<file path="src/rtl/turn_game_pkg.sv">
// Shared encodings for the turn-passing game controller.
package turn_game_pkg;

  localparam logic [2:0] MV_BACK2 = 3'd1;
  localparam logic [2:0] MV_BACK1 = 3'd2;
  localparam logic [2:0] MV_FWD1  = 3'd4;
  localparam logic [2:0] MV_FWD2  = 3'd5;

  typedef enum logic [1:0] {
    CAUSE_NONE    = 2'b00,
    CAUSE_ILLEGAL = 2'b01,
    CAUSE_WRONG   = 2'b10,
    CAUSE_TIMEOUT = 2'b11
  } cause_e;

  typedef enum logic {
    ST_PLAY = 1'b0,
    ST_LOSS = 1'b1
  } state_e;

  typedef struct packed {
    logic              legal;
    logic signed [2:0] delta;
  } move_dec_t;

endpackage

</file>
<file path="src/rtl/btn_sync_edge.sv">
// Two-flop synchroniser plus rising-edge pulse for a bank of raw buttons.
// Buttons already high when reset releases stay disarmed until seen low.
module btn_sync_edge #(
  parameter int W = 1
) (
  input  logic         clk,
  input  logic         reset_n,
  input  logic [W-1:0] btn,
  output logic [W-1:0] press
);

  logic [W-1:0] sync1, sync2, prev, armed;
  logic [1:0]   vld_pipe;

  always_ff @(posedge clk or negedge reset_n) begin
    if (!reset_n) begin
      sync1    <= '0;
      sync2    <= '0;
      prev     <= '0;
      armed    <= '0;
      vld_pipe <= '0;
    end else begin
      sync1    <= btn;
      sync2    <= sync1;
      prev     <= sync2;
      vld_pipe <= {vld_pipe[0], 1'b1};
      // sync2 only reflects the real pin once the pipe has refilled after reset
      armed    <= armed | ({W{vld_pipe[1]}} & ~sync2);
    end
  end

  assign press = sync2 & ~prev & armed;

endmodule

</file>
<file path="src/rtl/turn_game_ctrl.sv">
// N-player turn-passing game controller: synchronised presses, move decode,
// wrong-turn / illegal-move / timeout losses and restart by the loser.
module turn_game_ctrl
  import turn_game_pkg::*;
#(
  parameter int NUM_PLAYERS      = 6,
  parameter int WRONG_TURN_LOSES = 1,
  parameter int TIMEOUT_CYCLES   = 0,
  parameter int START_WITH_LOSER = 0,
  localparam int PW = $clog2(NUM_PLAYERS + 1)
) (
  input  logic                       clk,
  input  logic                       reset_n,
  input  logic [NUM_PLAYERS-1:0]     player_btn,
  input  logic [3*NUM_PLAYERS-1:0]   player_move,
  output logic [PW-1:0]              cur_player,
  output logic                       game_over,
  output logic [PW-1:0]              loser,
  output logic [1:0]                 loss_cause,
  output logic [7:0]                 turn_count
);

  localparam int TW = (TIMEOUT_CYCLES > 1) ? $clog2(TIMEOUT_CYCLES) : 1;

  logic [NUM_PLAYERS-1:0]       press;
  logic [NUM_PLAYERS-1:0][2:0]  moves;

  state_e        state_q, state_d;
  logic [PW-1:0] cur_q, cur_d;
  logic [PW-1:0] loser_q, loser_d;
  cause_e        cause_q, cause_d;
  logic [7:0]    count_q, count_d;
  logic [TW-1:0] timer_q, timer_d;

  logic          cur_press, loser_press, wrong_any;
  logic [2:0]    cur_mv;
  logic [PW-1:0] wrong_id;
  move_dec_t     dec;

  assign moves = player_move;

  btn_sync_edge #(.W(NUM_PLAYERS)) u_btn (
    .clk     (clk),
    .reset_n (reset_n),
    .btn     (player_btn),
    .press   (press)
  );

  function automatic move_dec_t decode_move(input logic [2:0] mv);
    move_dec_t r;
    r.legal = 1'b1;
    r.delta = 3'sd0;
    case (mv)
      MV_BACK2: r.delta = -3'sd2;
      MV_BACK1: r.delta = -3'sd1;
      MV_FWD1:  r.delta = 3'sd1;
      MV_FWD2:  r.delta = 3'sd2;
      default:  r.legal = 1'b0;
    endcase
    return r;
  endfunction

  // Wrap on the 0-based index; at most two subtractions since |delta| <= 2 <= N.
  function automatic logic [PW-1:0] next_player(input logic [PW-1:0] p,
                                                input logic signed [2:0] delta);
    int d;
    int s;
    d = delta;
    s = int'(p) - 1 + d + NUM_PLAYERS;
    if (s >= NUM_PLAYERS) s = s - NUM_PLAYERS;
    if (s >= NUM_PLAYERS) s = s - NUM_PLAYERS;
    return PW'(s + 1);
  endfunction

  always_ff @(posedge clk or negedge reset_n) begin
    if (!reset_n) begin
      state_q <= ST_PLAY;
      cur_q   <= PW'(1);
      loser_q <= '0;
      cause_q <= CAUSE_NONE;
      count_q <= '0;
      timer_q <= '0;
    end else begin
      state_q <= state_d;
      cur_q   <= cur_d;
      loser_q <= loser_d;
      cause_q <= cause_d;
      count_q <= count_d;
      timer_q <= timer_d;
    end
  end

  always_comb begin
    cur_press   = 1'b0;
    loser_press = 1'b0;
    cur_mv      = 3'd0;
    wrong_any   = 1'b0;
    wrong_id    = '0;
    // Descending scan so the lowest-index wrong-turn presser wins.
    for (int i = NUM_PLAYERS - 1; i >= 0; i--) begin
      if (PW'(i + 1) == cur_q) begin
        cur_press = press[i];
        cur_mv    = moves[i];
      end else if (press[i]) begin
        wrong_any = 1'b1;
        wrong_id  = PW'(i + 1);
      end
      if (PW'(i + 1) == loser_q) loser_press = press[i];
    end
    dec = decode_move(cur_mv);
  end

  always_comb begin
    state_d = state_q;
    cur_d   = cur_q;
    loser_d = loser_q;
    cause_d = cause_q;
    count_d = count_q;
    timer_d = timer_q;
    case (state_q)
      ST_PLAY: begin
        if ((WRONG_TURN_LOSES != 0) && wrong_any) begin
          state_d = ST_LOSS;
          loser_d = wrong_id;
          cur_d   = wrong_id;
          cause_d = CAUSE_WRONG;
          timer_d = '0;
        end else if (cur_press) begin
          if (dec.legal) begin
            cur_d   = next_player(cur_q, dec.delta);
            count_d = (count_q == 8'hFF) ? count_q : count_q + 8'd1;
            timer_d = '0;
          end else begin
            state_d = ST_LOSS;
            loser_d = cur_q;
            cause_d = CAUSE_ILLEGAL;
            timer_d = '0;
          end
        end else if ((TIMEOUT_CYCLES > 0) && (int'(timer_q) == TIMEOUT_CYCLES - 1)) begin
          state_d = ST_LOSS;
          loser_d = cur_q;
          cause_d = CAUSE_TIMEOUT;
          timer_d = '0;
        end else if (TIMEOUT_CYCLES > 0) begin
          timer_d = timer_q + TW'(1);
        end
      end
      ST_LOSS: begin
        if (loser_press) begin
          state_d = ST_PLAY;
          cur_d   = (START_WITH_LOSER != 0) ? loser_q : PW'(1);
          loser_d = '0;
          cause_d = CAUSE_NONE;
          count_d = '0;
          timer_d = '0;
        end
      end
      default: state_d = ST_PLAY;
    endcase
  end

  assign cur_player = cur_q;
  assign game_over  = (state_q == ST_LOSS);
  assign loser      = loser_q;
  assign loss_cause = cause_q;
  assign turn_count = count_q;

endmodule

</file>
<file path="config.mk">
export PLATFORM = sky130hd
export DESIGN_NAME = turn_game_ctrl
export DESIGN_NICKNAME = d
export VERILOG_FILES = /design/src/rtl/turn_game_pkg.sv /design/src/rtl/btn_sync_edge.sv /design/src/rtl/turn_game_ctrl.sv
export SDC_FILE = /design/constraint.sdc
export NUM_CORES = 1
export LEC_CHECK = 0
export ABC_AREA = 0
export CORE_UTILIZATION = 49
export DETAILED_ROUTE_END_ITERATION = 6
export MAX_ROUTING_LAYER = met4
export PLACE_DENSITY_LB_ADDON = 0.08
export SYNTH_ARGS = -nofsm -noshare
export SYNTH_HDL_FRONTEND = slang
export SYNTH_SLANG_ARGS = --single-unit
</file>
<file path="constraint.sdc">
create_clock -name clk -period 4.7 [get_ports clk]
set_input_delay 0.705 -clock clk [delete_from_list [all_inputs] [get_ports clk]]
set_output_delay 0.705 -clock clk [all_outputs]
set_load 0.05 [all_outputs]
</file>
== Yosys cells after proc, flatten, opt, wreduce, memory -nomap -nowiden ==
Index checks and enable logic that the tools add are counted.

* Register bits after elaboration: 43
* Word-level logic and storage cells: 135

* Equality and inequality tests: 25
* Add/sub/neg operators: 7
* Multiplexer cells: 80
* Bitwise logic cells: 7
* Reduce and logical (&&, ||, !) cells: 4
* Magnitude comparators: 2

{| class="wikitable"
|+ Operators by type and width
! cell !! number
|-
| $mux 32 || 5
|-
| $mux 3 || 31
|-
| $mux 8 || 5
|-
| $ge 32x4->1 const B || 1
|-
| $mux 1 || 29
|-
| $and 6x6->6 || 3
|-
| $eq 3x3->1 const A || 6
|-
| $pmux 8 s2 || 1
|-
| $eq 2x3->1 const A || 4
|-
| $not 6->6 || 2
|-
| $pmux 3 s2 || 2
|-
| $pmux 3 s4 || 1
|-
| $ne 3x3->1 const B || 3
|-
| $add 8x1->8 const B || 1
|-
| $eq 8x8->1 const B || 1
|-
| $mux 2 || 4
|-
| $ne 2x2->1 const B || 4
|-
| $sub 6x4->7 const B || 1
|-
| $add 5x4->6 const B || 1
|-
| $eq 1x3->1 const A || 2
|-
| $eq 3x3->1 const B || 2
|-
| $ge 6x4->1 const B || 1
|-
| $or 6x6->6 || 1
|-
| $reduce_and 3->1 || 2
|-
| 12 further kinds || 12
|}

== Depth between registers and ports, before layout ==
Gate-level depths: netlist (run 1).

* Word-level depth: 28
* Gate-level depth with buffers: 25
* Gate-level depth less buffers: 23

== By module ==
From an unflattened synthesis (run 1), not the netlist that was laid out.

* Cells, all modules: 306
* Area, all modules: 2767.7 um^2

{| class="wikitable"
|+ Modules (own cells, without submodules)
! module !! cells each !! seq. area each (um^2) !! area each (um^2) !! times used
|-
| turn_game_ctrl || 255 || 426.7 || 2000.7 || 1
|-
| btn_sync_edge || 51 || 650.6 || 767.0 || 1
|}

== Least setup slack after synthesis (run 1) ==
OpenSTA, ideal clock, no wires.

* Path type: flip-flop to flip-flop
* Start point: register cur_q[1], in the netlist cur_player[1]
* End point: register cur_q[2], in the netlist cur_player[2]
* Stages on the path, launching flop included: 23
* Setup slack: -0.043 ns
* Clock period less this slack: 4.743 ns
* Arrival: 4.665 ns
* Cells stage by stage: dfrtp_1 -> inv_1 -> ha_1 -> buf_6 -> nand3b_1 -> a22o_1 -> a211oi_4 -> xnor2_1 -> and2_1 -> inv_1 -> ha_1 -> fa_1 -> xor2_1 -> and4_1 -> a21oi_1 -> o21a_1 -> nor3_1 -> a21oi_1 -> o211ai_1 -> ha_1 -> and3_1 -> mux2i_1 -> o2bb2ai_1

* Longest elaborated chain between the ends: 28

{| class="wikitable"
|+ Ends and longest elaborated chain
! element !! RTL line !! RTL
|-
| start: declaration || turn_game_ctrl.sv:29 || <nowiki>logic [PW-1:0] cur_q, cur_d;</nowiki>
|-
| start signal: assignment || turn_game_ctrl.sv:85 || <nowiki>cur_q <= cur_d;</nowiki>
|-
| $eq 3x3->1 || turn_game_ctrl.sv:101 || <nowiki>if (PW'(i + 1) == cur_q) begin</nowiki>
|-
| $mux 3 (6 in a row) || turn_game_ctrl.sv:101 ||
|-
| $eq 3x3->1 (tied with other cells) || turn_game_ctrl.sv:53 || <nowiki>case (mv)</nowiki>
|-
| $pmux 3 s4 || turn_game_ctrl.sv:53 ||
|-
| $add 4x3->5 || turn_game_ctrl.sv:69 || <nowiki>s = int'(p) - 1 + d + NUM_PLAYERS;</nowiki>
|-
| $add 5x4->6 || turn_game_ctrl.sv:69 ||
|-
| $sub 6x4->7 or $ge 6x4->1 (tied branches) || turn_game_ctrl.sv:70 || <nowiki>if (s >= NUM_PLAYERS) s = s - NUM_PLAYERS;</nowiki>
|-
| $mux 32 || turn_game_ctrl.sv:70 ||
|-
| [7 not listed] || -- ||
|-
| $mux 3 || turn_game_ctrl.sv:128 || <nowiki>end else if (cur_press) begin</nowiki>
|-
| $mux 3 || turn_game_ctrl.sv:122 || <nowiki>if ((WRONG_TURN_LOSES != 0) && wrong_any) begin</nowiki>
|-
| $mux 3 || turn_game_ctrl.sv:120 || <nowiki>case (state_q)</nowiki>
|-
| $add 3x2->3 || turn_game_ctrl.sv:72 || <nowiki>return PW'(s + 1);</nowiki>
|-
| $mux 3 || turn_game_ctrl.sv:129 || <nowiki>if (dec.legal) begin</nowiki>
|-
| $mux 3 || turn_game_ctrl.sv:128 ||
|-
| $mux 3 || turn_game_ctrl.sv:122 ||
|-
| $pmux 3 s2 || turn_game_ctrl.sv:120 ||
|}

Several ways; a longest one is shown, not always the timed one. The select of a mux whose other input is x is not followed.
A chain may end at the register's enable or synchronous reset.

== Worst setup path after layout (run 1) ==
* Start point: register cur_q[0], in the netlist cur_player[0]
* End point: register cur_q[2], in the netlist cur_player[2]

The elaborated chain is that of the path after synthesis.

==> results.json, run 1 <==
{
  "antenna_found_initial": 0,
  "synth_area_sq_mm": 0.00270,
  "clock_latency_ns": 0.29,
  "first_pass_iters": 4,
  "design_area_sq_mm": 0.00346,
  "rows": 26,
  "hp-class": "reg2reg",
  "h-tree-depth": 2,
  "cts_hold_buf": 0,
  "ios": 43,
  "die_h_um": 76.2,
  "ant_nets": 0,
  "synth_fp_nets": 321,
  "startpoint_type": "register",
  "yosys_warnings": 0,
  "fmax_mhz": 220,
  "grt_pass1_vias": 2150,
  "async_flop_share_pct": 100,
  "place_area_sq_mm": 0.00325,
  "grt_util_all_layers_pct": 21.8,
  "endpoint_kind": "register",
  "setup_violations": 0,
  "wl_per_cell_um": 14.3,
  "slew_headroom_pct": 39.3,
  "via_count": 2280,
  "critPathMaxFanout": 11,
  "worstPathRequired_ns": 4.92,
  "path_class": "reg2reg",
  "place.gp.congestion": 0.856,
  "drc": 0,
  "status": "finished clean",
  "finalCriticalPeriod_ns": 4.55,
  "die_x_um": 76.2,
  "synth-main-ff-cell": "dfrtp_1",
  "cts_root_buf": "clkbuf_8",
  "synth_area_per_cell_sq_um": 9.70,
  "port_buffers": 42,
  "grt.overflow.total": 0,
  "final_nets": 380,
  "path_clk_slew_ns": 0.08,
  "max_cap_violations": 0,
  "rsz0062_at_grt": "yes",
  "yosys_register_bits": 43,
  "cp.arrival_ns": 4.76,
  "insertedDiodeCount": 0,
  "hold_viol": 0,
  "fp.coreArea_sq_mm": 0.00520,
  "dr.first_iter.drc_count": 96,
  "netlist_instances": 278,
  "vias_per_cell": 5.59,
  "start_util_pct": 51.8,
  "fin_crit_sh_pct": 96.7,
  "fin_skew_ns": 0.00242,
  "worst_slew_pin_slew_ns": 0.911,
  "grt_max_degree": 44,
  "grt_pass1_wl_mm": 9.96,
  "drive_gt1_share_pct": 16.6,
  "cts.path.max_buffers": 2,
  "synthToLayoutAreaGrowth_pct": 28.4,
  "slew_violations": 0,
  "ys_seq_area_share_pct": 39.9,
  "wl_mm": 5.83,
  "dieArea_sq_mm": 0.00581,
  "cts_tree": "yes",
  "cts_num_sinks": 43,
  "dp.final_hpwl_mm": 4.17,
  "synth_edf_count": 0,
  "yosysUniqueCellTypes": 59,
  "cts_buffers": 5
}
## cells in the final DEF (no fill, tap or decap), types with 4 or more instances in the layout
cell type / count
clkdlybuf4s50_1: 41
a21o_1: 9
buf_4: 19
nand3_1: 12
ha_1: 9
a211oi_1: 4
inv_1: 27
clkbuf_8: 5
xnor2_1: 4
nor2_1: 6
ha_2: 5
a21oi_1: 23
nand3b_1: 8
dfrtp_1: 41
nor3b_1: 5
o21ai_0: 13
mux2i_1: 7
nand2_1: 17
## sequential cells by signal, summed over array words and instances (netlist names)
signal          cells
turn_count          8
u_btn.armed         6
u_btn.prev          6
u_btn.sync1         6
u_btn.sync2         6
cur_player          3
loser               3
loss_cause          2
u_btn.vld_pipe      2
game_over           1
## repair_timing
action                                  CTS  global route
gates resized for setup                   3            15
buffers inserted                          1             2
pin swaps                                 1             6
endpoints found under the setup margin    2             2
## Yosys cell counts (all sizes together), types with 5 or more instances
| library cell | instances | area [sq um] |
|---|---|---|
| mux2i | 7 | 70.1 |
| nand2 | 17 | 63.8 |
| dfrtp | 42 | 1050 |
| a21oi | 26 | 134 |
| a21o | 9 | 67.6 |
| a211oi | 6 | 62.6 |
| buf | 8 | 67.6 |
| inv | 28 | 105 |
| nor3 | 5 | 36.3 |
| o21ai | 15 | 78.8 |
| ha | 16 | 200 |
| a21boi | 5 | 37.5 |
| nor2 | 7 | 26.3 |
| nand3 | 12 | 60.1 |
| nand3b | 8 | 60.1 |
| nor3b | 5 | 37.5 |
## metal layers
metal  part of all wire [%]  vias up  wire (um)  global-route usage, %
li1                       -     1126          -                      -
met3                    5.0        4        292                   2.87
met5                      0        -          0                      -
met1                     48     1081       2790                   29.9
met4                   0.62        0         36                   5.77
met2                     47       69       2710                   34.3
## worst max-delay path: stages, from the launching register on
cell and delay, ns:
dfstp_4 0.66, inv_1 0.10, ha_4 0.21, nor2b_1 0.13, o31a_1 0.26, a211oi_4 0.30, buf_4 0.17, buf_4 0.10
nor2_1 0.04, ha_1 0.18, ha_1 0.20, inv_1 0.09, fa_2 0.46, inv_2 0.09, ha_2 0.27, or4_1 0.46
a31oi_1 0.16, o32a_1 0.19, mux2i_1 0.24, o2bb2ai_1 0.15
## cell families after synthesis
group	Yosys count	share of synthesized area (%)
DFF	43	39.9
AOI/OAI and AO/OA	95	25.6
adders and majority gates	17	8.16
other	1	0.139
muxes	7	2.60
buffers and inverters	37	6.54
xor gates and xnor gates	6	1.95
and+or+nand+nor	72	15.1
## final timing paths
path / startpoint / to / slack (ns) / cells past startpoint
worst max-delay path: cur_player[0] / cur_player[2] / 0.15 / 19
min in group asynchronous: reset_n / u_btn.vld_pipe[1] / 0.53 / 1
max in group asynchronous: reset_n / cur_player[1] / 3.53 / 1
worst min-delay path: u_btn.sync1[2] / u_btn.sync2[2] / 0.35 / 0
worst max register to register: cur_player[0] / cur_player[2] / 0.15 / 19
worst min register to register: u_btn.sync1[2] / u_btn.sync2[2] / 0.35 / 0
## layout make-up
| class | instances | area, sq um |
|---|---|---|
| inverter | 28 | 105 |
| fill | 426 | 1740 |
| timing repair buffer | 61 | 558 |
| sequential | 43 | 1080 |
| clock inverter | 3 | 46.3 |
| multi-input combinational | 198 | 1520 |
| clock buffer | 5 | 68.8 |
| tap | 70 | 87.6 |
## stage by stage
step / cells / utilization (%) / TNS (ns) / hold WS, ns / worst slack (ns)
detailed placement: 397 / 62.5 / -0.121 / 0.336 / -0.0995
floorplan: 278 / - / 0 / 0.331 / 0.0371
CTS: 406 / 65.2 / 0 / 0.356 / 0.0192
finish: 408 / 66.6 / 0 / 0.351 / 0.155
global route: 408 / 66.6 / -0.181 / 0.363 / -0.132
global placement: 397 / 62.5 / 0 / 0.331 / 0.0446
Power of run 1 is left out: the tool's default activity adds up to more than one toggle a clock period on the data nets, which glitch-free logic cannot reach.
==> run 2, diff against run 1 <==
--- a/config.mk
+++ b/config.mk
@@ -6,6 +6,7 @@
 export NUM_CORES = 1
 export LEC_CHECK = 0
 export ABC_AREA = 0
+export CAP_MARGIN = 20
 export CORE_UTILIZATION = 49
 export DETAILED_ROUTE_END_ITERATION = 6
 export MAX_ROUTING_LAYER = met4
==> results of run 2 <==
Final layout, timing and power as in run 1 (identical DEF).
Power of run 2 is left out for the same reason.
==> run 3, diff against run 2 <==
--- a/config.mk
+++ b/config.mk
@@ -7,8 +7,10 @@
 export LEC_CHECK = 0
 export ABC_AREA = 0
 export CAP_MARGIN = 20
+export CORE_ASPECT_RATIO = 0.5
 export CORE_UTILIZATION = 49
 export DETAILED_ROUTE_END_ITERATION = 6
+export HOLD_SLACK_MARGIN = 0.03
 export MAX_ROUTING_LAYER = met4
 export PLACE_DENSITY_LB_ADDON = 0.08
 export SYNTH_ARGS = -nofsm -noshare
==> run 3 against run 2 <==
Clock skew is 0.0039 ns higher. Non-clock buffer count is 9 higher. Via count is 1.3% higher. Final cell count is 2.2% higher. Routed wire length is 4.7% higher. Sequential cell count stayed put. Core utilization is 2.9 points higher. Fmax is 0.88% lower. Cell area is 2.5% higher. Count of clock-buffer cells in the layout stayed put. Critical path depth is 5 higher.
==> results.json, run 3 (synthesis results as in run 1) <==
{
  "wl_mm": 6.10,
  "place.gp.congestion": 0.863,
  "start_util_pct": 52.8,
  "port_buffers": 42,
  "h-tree-depth": 2,
  "rsz0062_at_grt": "yes",
  "cts_buffers": 5,
  "slew_headroom_pct": 40.2,
  "worstPathRequired_ns": 4.88,
  "grt_pass1_vias": 2188,
  "dr.first_iter.drc_count": 89,
  "hold_viol": 0,
  "holdPathEnd": "u_btn.sync2[3]",
  "antenna_found_initial": 0,
  "design_area_sq_mm": 0.00355,
  "crit_family": "adder cells",
  "first_pass_iters": 4,
  "crit_buf_inv": 5,
  "largest_register_ffs": 8,
  "grt.overflow.total": 0,
  "die_h_um": 54.5,
  "cts_num_sinks": 43,
  "place_area_sq_mm": 0.00326,
  "dieArea_sq_mm": 0.00582,
  "r2r_cells": 24,
  "cp.arrival_ns": 4.76,
  "status": "finished clean",
  "hp-class": "reg2reg",
  "pre_cts_ws_ns": -0.151,
  "cts_root_buf": "clkbuf_8",
  "critPathMaxFanout": 7,
  "cts_tree": "yes",
  "rows": 18,
  "path_class": "reg2reg",
  "ant_nets": 0,
  "max_cap_violations": 0,
  "hold_path_depth": 0,
  "setup_violations": 0,
  "fillers": 388,
  "grt_util_all_layers_pct": 22.2,
  "path_clk_slew_ns": 0.09,
  "startpoint_type": "register",
  "clock_latency_ns": 0.29,
  "cp-startpoint": "cur_player[0]",
  "path_cells": "clkinvlp_4, ha_4, buf_6, o21ai_0, a32oi_2, buf_4, buf_4, xnor2_1, nor2_1, ha_2, ha_2, inv_1, fa_2, xor2_2, and4_1, a21oi_2, o21a_1, nor3_2, a21oi_1, o211ai_1, ha_1, and3_1, mux2i_1, o2bb2ai_1",
  "fp.coreArea_sq_mm": 0.00511,
  "fmax_mhz": 218,
  "endpoint_kind": "register",
  "ios": 43,
  "slew_violations": 0,
  "hold_start": "u_btn.sync1[3]",
  "reg2reg_to": "cur_player[2]",
  "final_nets": 389,
  "wl_per_cell_um": 14.6,
  "dp.final_hpwl_mm": 4.45,
  "via_count": 2309,
  "grt_max_degree": 44,
  "fin_crit_sh_pct": 97.6,
  "r2r_slack_ns": 0.11,
  "final_cell_mix": "dfrtp_1 (41), clkdlybuf4s50_1 (41), inv_1 (27), buf_4 (27), a21oi_1 (22)",
  "cts_hold_buf": 0,
  "timing.rr.start": "cur_player[0]",
  "insertedDiodeCount": 0,
  "setup_ws_ns": 0.114,
  "fin_skew_ns": 0.00630,
  "drive_gt1_share_pct": 18.7,
  "drc": 0,
  "cpMaxStageDelayCell": "dfstp_4",
  "synthToLayoutAreaGrowth_pct": 31.6,
  "cpPeakStageDelay_ns": 0.67,
  "die_x_um": 107,
  "cts.path.max_buffers": 2,
  "finalCriticalPeriod_ns": 4.59,
  "worst_slew_pin_slew_ns": 0.896,
  "grt_pass1_wl_mm": 9.78,
  "vias_per_cell": 5.54
}
-- run 3: changes by cell type in the layout (fill, tap and decap cells not counted), sizes merged --
cell and delta:
inv -1, clkinv +1, buf +9
-- run 3: worst max path at each step --
| stage | end | slack, ns | cells after the start |
|---|---|---|---|
| 6_report | cur_player[2] | 0.11 | 24 |
| 5_1_grt | cur_player[2] | -0.11 | 24 |
| 4_1_cts | cur_player[2] | 0.05 | 21 |
| 3_5_place_dp | cur_player[2] | -0.15 | 20 |
| 3_3_place_gp | cur_player[2] | -0.05 | 20 |
| 2_1_floorplan | cur_player[2] | 0.04 | 22 |
-- run 3: cell type report --
cell class                 count  area, sq um  area share [%]
clock inverter                 3         47.5            1.34
inverter                      28          109            3.07
sequential                    43         1080            30.5
multi-input combinational    198         1530            43.0
tap                           70         87.6            2.47
timing repair buffer          70          629            17.7
clock buffer                   5         68.8            1.94
-- run 3: per-stage QoR --
stage               cells  utilization (%)  hold slack (ns)  TNS (ns)
floorplan             278                -            0.331         0
global placement      398             63.8            0.332   -0.0755
detailed placement    398             63.8            0.335    -0.245
CTS                   408             66.5            0.354         0
global route          417             69.5            0.355    -0.201
finish                417             69.5            0.353         0
-- run 3: layer usage --
layer	wire length [um]	up-vias	share of wire (%)	track usage [%]
met5	0	-	0	-
met4	24	0	0.39	5.48
met3	217	2	3.6	3.10
met2	2900	49	48	36.9
met1	2960	1112	48	29.5
li1	-	1146	-	-
-- run 3: timing repair --
item / CTS / global route
pin swaps: 1 / 2
buffers inserted: 2 / 9
resized for setup: 2 / 20
endpoints found under the setup margin: 2 / 2
Power of run 3 is left out for the same reason.
